$ cat src/rtl/sync_fifo_flags.sv
// Synchronous FIFO with registered status flags, sticky error flags
// and a selectable registered or first-word-fall-through read port.
module sync_fifo_flags #(
  parameter int WIDTH      = 8,
  parameter int DEPTH      = 16,
  parameter int ADDR_WIDTH = 4,
  parameter int AF_LEVEL   = 14,
  parameter int AE_LEVEL   = 2,
  parameter int FWFT       = 0
) (
  input  logic                  clk,
  input  logic                  rst,
  input  logic                  wr_en,
  input  logic [WIDTH-1:0]      data_in,
  input  logic                  rd_en,
  output logic [WIDTH-1:0]      data_out,
  output logic                  rd_valid,
  output logic                  full,
  output logic                  empty,
  output logic                  almost_full,
  output logic                  almost_empty,
  output logic [ADDR_WIDTH:0]   count,
  output logic                  overflow,
  output logic                  underflow,
  input  logic                  clr_err
);

  localparam logic [ADDR_WIDTH:0] FULL_N = (ADDR_WIDTH+1)'(DEPTH);
  localparam logic [ADDR_WIDTH:0] AF_N   = (ADDR_WIDTH+1)'(AF_LEVEL);
  localparam logic [ADDR_WIDTH:0] AE_N   = (ADDR_WIDTH+1)'(AE_LEVEL);

  logic [WIDTH-1:0]      mem [DEPTH];
  logic [ADDR_WIDTH-1:0] wr_ptr;
  logic [ADDR_WIDTH-1:0] rd_ptr;
  logic [ADDR_WIDTH:0]   count_nxt;
  logic                  wr_ok;
  logic                  rd_ok;

  // Acceptance uses the registered flags, i.e. the pre-edge count.
  assign wr_ok = wr_en && !full;
  assign rd_ok = rd_en && !empty;

  always_comb begin
    count_nxt = count;
    unique case ({wr_ok, rd_ok})
      2'b10:   count_nxt = count + 1'b1;
      2'b01:   count_nxt = count - 1'b1;
      default: count_nxt = count;
    endcase
  end

  always_ff @(posedge clk) begin
    if (!rst && wr_ok) begin
      mem[wr_ptr] <= data_in;
    end
  end

  always_ff @(posedge clk) begin
    if (rst) begin
      wr_ptr       <= '0;
      rd_ptr       <= '0;
      count        <= '0;
      full         <= 1'b0;
      empty        <= 1'b1;
      almost_full  <= 1'b0;
      almost_empty <= 1'b1;
      overflow     <= 1'b0;
      underflow    <= 1'b0;
    end else begin
      if (wr_ok) begin
        wr_ptr <= wr_ptr + 1'b1;
      end
      if (rd_ok) begin
        rd_ptr <= rd_ptr + 1'b1;
      end
      count        <= count_nxt;
      full         <= (count_nxt == FULL_N);
      empty        <= (count_nxt == '0);
      almost_full  <= (count_nxt >= AF_N);
      almost_empty <= (count_nxt <= AE_N);
      // A new error event wins over a coincident clear.
      overflow  <= (wr_en && full) || (overflow && !clr_err);
      underflow <= (rd_en && empty) || (underflow && !clr_err);
    end
  end

  generate
    if (FWFT != 0) begin : g_fwft
      // Masked while empty so unwritten storage never reaches the port.
      assign data_out = empty ? '0 : mem[rd_ptr];
      assign rd_valid = !empty;
    end else begin : g_reg
      logic [WIDTH-1:0] dout_q;
      logic             valid_q;

      always_ff @(posedge clk) begin
        if (rst) begin
          dout_q  <= '0;
          valid_q <= 1'b0;
        end else begin
          valid_q <= rd_ok;
          if (rd_ok) begin
            dout_q <= mem[rd_ptr];
          end
        end
      end

      assign data_out = dout_q;
      assign rd_valid = valid_q;
    end
  endgenerate

endmodule
$ cat config.mk
export PLATFORM = sky130hd
export DESIGN_NAME = sync_fifo_flags
export DESIGN_NICKNAME = d
export VERILOG_FILES = /design/src/rtl/sync_fifo_flags.sv
export SDC_FILE = /design/constraint.sdc
export NUM_CORES = 1
export LEC_CHECK = 0
export CAP_MARGIN = 20
export CORE_MARGIN = 2
export CORE_UTILIZATION = 44
export CTS_CLUSTER_SIZE = 40
export DETAILED_ROUTE_END_ITERATION = 6
export PLACE_DENSITY = 0.59
export SYNTH_ARGS = -nofsm -noshare
export SYNTH_HDL_FRONTEND = slang
export SYNTH_SLANG_ARGS = --single-unit
$ cat constraint.sdc
create_clock -name clk -period 7.4 [get_ports clk]
set_clock_uncertainty 0.2 [all_clocks]
set_input_delay 1.11 -clock clk [delete_from_list [all_inputs] [get_ports clk]]
set_output_delay 1.11 -clock clk [all_outputs]
set_load 0.05 [all_outputs]
==> results by group, run 1 <==
Synth
  – Synth Cell Area: 0.006231 mm²
  – Post-synth top area cell: edfxtp_1
  – Leading post-synthesis cells by cell area: edfxtp_1, mux4_2, dfxtp_1, a22oi_1, nor2_1
  – Synth Flop Type: edfxtp_1
  – Warnings from Yosys: 0
  – Count of cell types in the netlist: 47
  – Flops & latches, synth: 156
  – Seq/Total Area, Yosys: 0.7068
  – Async SR Flop Fraction: 0
  – Syn Nets: 387
  – Syn avg cell area: 16.98 µm²
  – Gate count after technology mapping: 367
  – Post-synth top area share: 0.6169
  – Number of flops mapped to enable cells by yosys: 128

GRT
  – Total grt overflow: 0
  – Tot GR Track Use: 0.1717
  – First-pass GRT wire length: 18200 µm
  – Vias in the first global route: 3268
  – Initial antenna violation count: 0
  – Largest net degree at the start of global routing: 36

Worst setup path
  – Slowest cell on the critical path: clkdlybuf4s50_1
  – Worst setup path start: rd_en
  – Critical path class: input pin to flip-flop
  – Family with the most delay on the worst path: buffers and inverters
  – Worst reg2reg path depth: 10
  – Reg2reg start: empty
  – CP Buf/Inv Count: 2
  – Biggest fanout along the worst timing path: 22
  – Worst Setup EP: almost_empty
  – Crit-path cells: clkdlybuf4s50_1 -> nand2b_4 -> inv_2 -> nand2_1 -> xnor2_1 -> ha_1 -> nor3b_2 -> a31oi_1 -> a221oi_2 -> xnor2_1 -> a41o_1
  – Worst EP required: 7.56 ns
  – R2r setup slk: 4.58 ns
  – Critical path launch point type: input pin
  – Critical Path Most Common Cell: xnor2_1
  – RR Endpoint: almost_empty
  – WP depth: 11
  – WP data arrival: 3.81 ns
  – Crit path capture type: flip-flop
  – Worst path max stage delay: 0.53 ns

Clocking
  – Clock sink count: 156
  – H-tree levels: 4
  – Clock Latency Late Sink: 0.42 ns
  – CTS Hold Bufs: 0
  – Root Buffer: clkbuf_16
  – Max clock buf depth: 2
  – Clock Pin Slew Worst Setup and Hold Paths: 0.06 ns
  – Postcts setup bufs: 0
  – TritonCTS buffer count: 17
  – CTS tree: built
  – PostCTS Resize Cnt: 0

Timing
  – Final Setup Violations: 0
  – Relative slew margins: 0.3981
  – Slew @ Worst Pin: 0.8996 ns
  – TNS Setup: 0 ns
  – Min Tclk post-route: 3.646 ns
  – Fmax: 274.2 MHz
  – Max-slew violation total from the final report: 0
  – RSZ-0062 raised after global routing: no
  – Final Cycle Share: 0.4928
  – Hold Violations, Final: 0

Cells and area
  – Antenna Diode Count: 0
  – # fillers: 1102
  – Area taken by multi-input logic gates: 0.001668 mm²
  – Share of cells above drive strength 1: 0.1947
  – Final #Nets: 423
  – Final Util: 0.5248
  – Design area: 0.007284 mm²
  – Reg area: 0.004405 mm²
  – Layout area overhead: 16.91%
  – Non-filler cells, final: 596

Route
  – Post-DRT Antenna Nets: 0
  – DRC violations left: 0
  – DRT Pass-1 Iters: 4
  – Average routed wire per standard cell: 20.37 µm
  – Post-DR vias/cell: 5.534
  – DR vias: 3298
  – DR iter-0 viols: 331
  – Final wirelength: 12140 µm

Die
  – Io pins: 33
  – Initial Utilization: 0.4489
  – DIE WIDTH: 123 µm
  – Die footprint: 0.01513 mm²
  – Core area: 0.01388 mm²
  – Die span in y: 123 µm
  – Rows: 43

Placement
  – DPL Wire Length: 7728 µm
  – Port bufs: 32
  – Post-DP Area: 0.006708 mm²
  – Gpl congestion: 0.8545
  – Post-Place Cells: 564

Power
  – Cell Pwr Density: 315.4 mW/mm²
  – Static leakage: 2.355 nW
  – Power consumption: 2.297 mW
  – Max VDD drop: 147.4 µV

Job
  – Maxcap violations: 0

Worst hold path
  – HP Class: flip-flop to flip-flop

Outcome
  – Status: completed
## through the flow
stage	worst slack (ns)	hold slack, ns
after floorplan	4.221	0.2798
after global placement	3.484	0.2687
after detailed placement	3.452	0.2787
after CTS	3.830	0.2931
after global routing	3.641	0.3279
final	3.754	0.2859
## synthesized netlist by cell type (4+ instances only)
cell / count
a22oi_1: 18
buf_2: 5
dfxtp_1: 28
clkbuf_1: 7
edfxtp_1: 128
nand2_1: 13
buf_1: 4
xor2_1: 5
nor3_1: 6
mux4_2: 32
ha_1: 7
a21oi_1: 20
xnor2_1: 6
inv_1: 7
nor2_1: 36
## worst min-delay path by stage
stage	start	to	slack (ns)	cells after the start
global placement	data_out[2]	data_out[2]	0.27	2
CTS	data_out[3]	data_out[3]	0.29	2
detailed placement	data_out[3]	data_out[3]	0.28	2
finish	data_out[3]	data_out[3]	0.29	2
floorplan	wr_ptr[1]	wr_ptr[1]	0.28	2
global route	data_out[7]	data_out[7]	0.33	2
## routing by layer
metal  wire (µm)  vias up  GRT usage
met5           0        -          0
met4         239        0    0.07244
met3         610       19    0.03782
met2        5989       90     0.2807
met1        5298     1672     0.2230
li1            -     1517          -
## cell usage in the layout (no fill, tap or decap), drive strengths merged, types with 2 or more instances in the layout
cell           synthesis  final
a41o                   2      2
or3                    2      2
inv                    9     10
o21ai                  2      2
bufinv                 0      2
nor4b                  2      2
nand4                  3      3
nor2                  36     36
dfxtp                 28     28
clkdlybuf4s50          0     32
ha                     7      7
nand2                 13     13
xnor2                  6      6
xor2                   5      5
nor2b                  3      3
nand2b                 3      3
buf                   15      7
nor3                   6      6
clkinv                 0      8
a21oi                 21     21
mux4                  32     32
o31ai                  3      3
clkbuf                 7     20
edfxtp               128    128
a22oi                 18     18
nor3b                  2      2
## power by group
part / switching (mW) / internal [mW] / total, mW
sequential: 0.0334 / 0.986 / 1.02
combinational: 0.254 / 0.182 / 0.436
clock: 0.331 / 0.511 / 0.842
total: 0.618 / 1.68 / 2.30
## tightest hold or removal path, cell delays in order (launching register included)
cell     delay (ns)
dfxtp_1        0.32
a21oi_1        0.06
nor2_1         0.07
## sequential cells by signal (all words and copies together) (netlist names)
name	count
overflow	1
wr_ptr	4
data_out	8
rd_ptr	4
almost_empty	1
count	5
underflow	1
mem	128
full	1
almost_full	1
rd_valid	1
empty	1
## final cells by class
cell class / count / share of cell area
inverters: 9 / 0.004981
clock buffers: 20 / 0.06269
flip-flops and latches: 156 / 0.6048
multi-input cells: 180 / 0.2290
well taps: 180 / 0.03092
repair buffers: 39 / 0.05119
clock inverters: 12 / 0.01649
## logic make-up (layout without fill, tap and decap cells)
family	Yosys count	after routing	share of synthesized area
flops	156	156	0.7068
buf+inv	31	80	0.02550
mux	33	33	0.1173
compound gates	55	55	0.06165
fa+ha+maj	7	7	0.01406
simple gates	74	74	0.05924
xor+xnor	11	11	0.01546
Power figures use the tool's default switching activity.
==> run 2: changes to the inputs <==
==> constraint.sdc (replaced) <==
create_clock -name clk -period 3.8 [get_ports clk]
set_clock_uncertainty 0.2 [all_clocks]
set_input_delay 0.57 -clock clk [delete_from_list [all_inputs] [get_ports clk]]
set_output_delay 0.57 -clock clk [all_outputs]
set_load 0.05 [all_outputs]
==> results by group, run 2 (synthesized netlist as in run 1, its figures left out) <==
Clocking
  – Clock sink count: 156 (unchanged)
  – TritonCTS buffer count: 17 (unchanged)
  – CTS Hold Bufs: 0 (unchanged)
  – Clock Latency Late Sink: 0.42 ns (about the same)
  – H-tree levels: 4 (unchanged)
  – Root Buffer: clkbuf_16
  – Max clock buf depth: 2 (unchanged)
  – Postcts setup bufs: 0 (unchanged)
  – Clock Pin Slew Worst Setup and Hold Paths: 0.06 ns (about the same)
  – PostCTS Resize Cnt: 0 (unchanged)
  – CTS tree: built

Cells and area
  – Share of cells above drive strength 1: 0.2204 (+0.02571)
  – Largest register FFs: 128 (unchanged)
  – Layout area overhead: 19.02%
  – Area taken by multi-input logic gates: 0.001668 mm² (unchanged)
  – Final #Nets: 438 (+3.5%)
  – Commonest non-fill, non-tap cells in the layout: edfxtp_1, nor2_1, mux4_2, clkdlybuf4s50_1, dfxtp_1
  – Non-filler cells, final: 611 (+2.5%)
  – Reg area: 0.004405 mm² (unchanged)
  – Antenna Diode Count: 0 (unchanged)
  – # fillers: 1128 (+2.4%)
  – Final Util: 0.5343 (+0.009465)
  – Biggest register: mem
  – Most common library cell in the layout ignoring fill and taps: edfxtp_1

Timing
  – Slew @ Worst Pin: 0.7218 ns (-0.1777 ns)
  – Fmax: 331.3 MHz
  – Final Cycle Share: 0.7943
  – Relative slew margins: 0.5178 (+0.1197)
  – Worst Hold Margin: 0.2916 ns (+0.005738 ns)
  – TNS Setup: 0 ns (unchanged)
  – Max-slew violation total from the final report: 0 (unchanged)
  – RSZ-0062 raised after global routing: no
  – Min Tclk post-route: 3.018 ns
  – Hold Violations, Final: 0 (unchanged)
  – Final Setup Violations: 0 (unchanged)

Job
  – Maxcap violations: 0 (unchanged)

GRT
  – Total grt overflow: 0 (unchanged)
  – Global Route met1 Usage: 0.2338 (+0.01074)
  – Routing usage on met3: 0.05258 (+0.01476)
  – GR met2 Demand/Resource: 0.2780 (-0.002762)
  – Tot GR Track Use: 0.1754 (+0.003737)
  – Initial antenna violation count: 0 (unchanged)
  – Vias in the first global route: 3308 (+1.2%)
  – Largest net degree at the start of global routing: 36 (unchanged)
  – GRT Max-Usage Layer: met2
  – First-pass GRT wire length: 18720 µm (+2.9%)

Worst setup path
  – Biggest fanout along the worst timing path: 22 (unchanged)
  – R2r setup slk: 1.06 ns (-3.52 ns)
  – Crit path capture type: flip-flop
  – Worst EP required: 3.96 ns (-3.60 ns)
  – Slowest cell on the critical path: clkdlybuf4s50_1
  – Critical Path Most Common Cell: xnor2_1
  – WP data arrival: 3.18 ns (-0.63 ns)
  – Critical path launch point type: input pin
  – Worst path max stage delay: 0.53 ns (about the same)
  – Crit-path cells: clkdlybuf4s50_1 -> nand2b_4 -> inv_2 -> nand2_1 -> xnor2_1 -> ha_1 -> nor3b_2 -> a31oi_1 -> a221oi_2 -> xnor2_1 -> a41o_1
  – CP Buf/Inv Count: 2 (unchanged)
  – WP depth: 11 (unchanged)
  – Family with the most delay on the worst path: buffers and inverters
  – Worst reg2reg path depth: 10 (unchanged)
  – Reg2reg start: empty
  – RR Endpoint: empty
  – Critical path class: input pin to flip-flop

Die
  – Core area: 0.01388 mm² (unchanged)
  – Die span in y: 123 µm (unchanged)
  – Die footprint: 0.01513 mm² (unchanged)
  – Io pins: 33 (unchanged)
  – DIE WIDTH: 123 µm (unchanged)
  – Rows: 43 (unchanged)
  – Initial Utilization: 0.4489 (unchanged)

Route
  – Post-DRT Antenna Nets: 0 (unchanged)
  – Post-DR vias/cell: 5.419 (-2.1%)
  – DR vias: 3311 (+0.39%)
  – DR iter-0 viols: 346 (+4.5%)
  – DRC violations left: 0 (unchanged)
  – Average routed wire per standard cell: 19.84 µm (-2.6%)
  – DRT Pass-1 Iters: 4 (unchanged)
  – Final wirelength: 12120 µm (-0.15%)

Power
  – Pint: 3.274 mW (+95%)
  – Gate power share: 0.189 (about the same)
  – Cell Pwr Density: 604.3 mW/mm² (+92%)
  – Max VDD drop: 326.8 µV (+120%)
  – Seq pwr share: 0.446 (+0.002)
  – Sw Ratio: 0.2696 (+0.0003737)
  – Static leakage: 2.427 nW (+3.1%)
  – NetSw: 1.208 mW (+95%)
  – Power consumption: 4.482 mW (+95%)
  – Clk pwr share: 0.366 (about the same)

Placement
  – Post-Place Cells: 579 (+2.7%)
  – DPL Wire Length: 7935 µm (+2.7%)
  – Port bufs: 32 (unchanged)
  – Gpl congestion: 0.8283 (-3.1%)

Outcome
  – Status: completed

Worst hold path
  – Hold endpoint: data_out[7]
  – Worst Min Path Start: data_out[7]
  – HP Class: flip-flop to flip-flop
  – Hold depth: 2 (unchanged)
==> run 2: cell count changes in the layout (fill, tap and decap cells not counted), sizes merged <==
cell	delta
buf	+15
bufinv	-1
clkbuf	+2
clkinv	-4
clkinvlp	+3
==> run 2: per-stage QoR <==
step | area (µm²) | setup WS, ns
after global routing | 7416 | 0.5926
final | 7416 | 0.7816
after floorplan | 6231 | 1.105
after detailed placement | 6833 | 0.3701
after global placement | 6833 | 0.4529
after CTS | 7416 | 0.8173
==> run 2: worst max path at each step <==
| stage | slack (ns) | from | end |
|---|---|---|---|
| 5_1_grt | 0.59 | rd_en | full |
| 3_5_place_dp | 0.37 | rd_en | full |
| 3_3_place_gp | 0.45 | rd_en | empty |
| 4_1_cts | 0.82 | rd_en | full |
| 2_1_floorplan | 1.10 | full | empty |
| 6_report | 0.78 | rd_en | empty |
==> run 2: routing by layer <==
layer / part of all wire / up-vias
met5: 0 / -
met4: 0.010 / 0
met3: 0.061 / 9
met2: 0.49 / 75
met1: 0.43 / 1687
li1: - / 1540
==> run 2: area by class of cell <==
| class | instances | share of cell area |
|---|---|---|
| inverter | 9 | 0.004893 |
| tap | 180 | 0.03037 |
| sequential | 156 | 0.5941 |
| timing repair buffer | 54 | 0.06715 |
| multi-input combinational | 180 | 0.2249 |
| clock buffer | 22 | 0.06681 |
| clock inverter | 10 | 0.01181 |
==> run 2: power groups by stage <==
stage          registers (mW)  logic (mW)  clock network, mW
2_1_floorplan            2.16       0.503                  0
5_1_grt                  2.01       0.922               1.74
3_3_place_gp             2.03       0.845                  0
6_report                 2.00       0.846               1.64
3_5_place_dp             2.03       0.854                  0
4_1_cts                  2.00       0.855               1.67
==> run 2: worst reg2reg max path, stage by stage (launching register included) <==
cell and delay, ns:
dfxtp_1 0.32, nand2b_4 0.27, inv_2 0.21, nand2_1 0.09, xnor2_1 0.14, ha_1 0.24, nor3b_2 0.16, a31oi_1 0.22
a221oi_2 0.10, xnor2_1 0.47, a41o_1 0.25
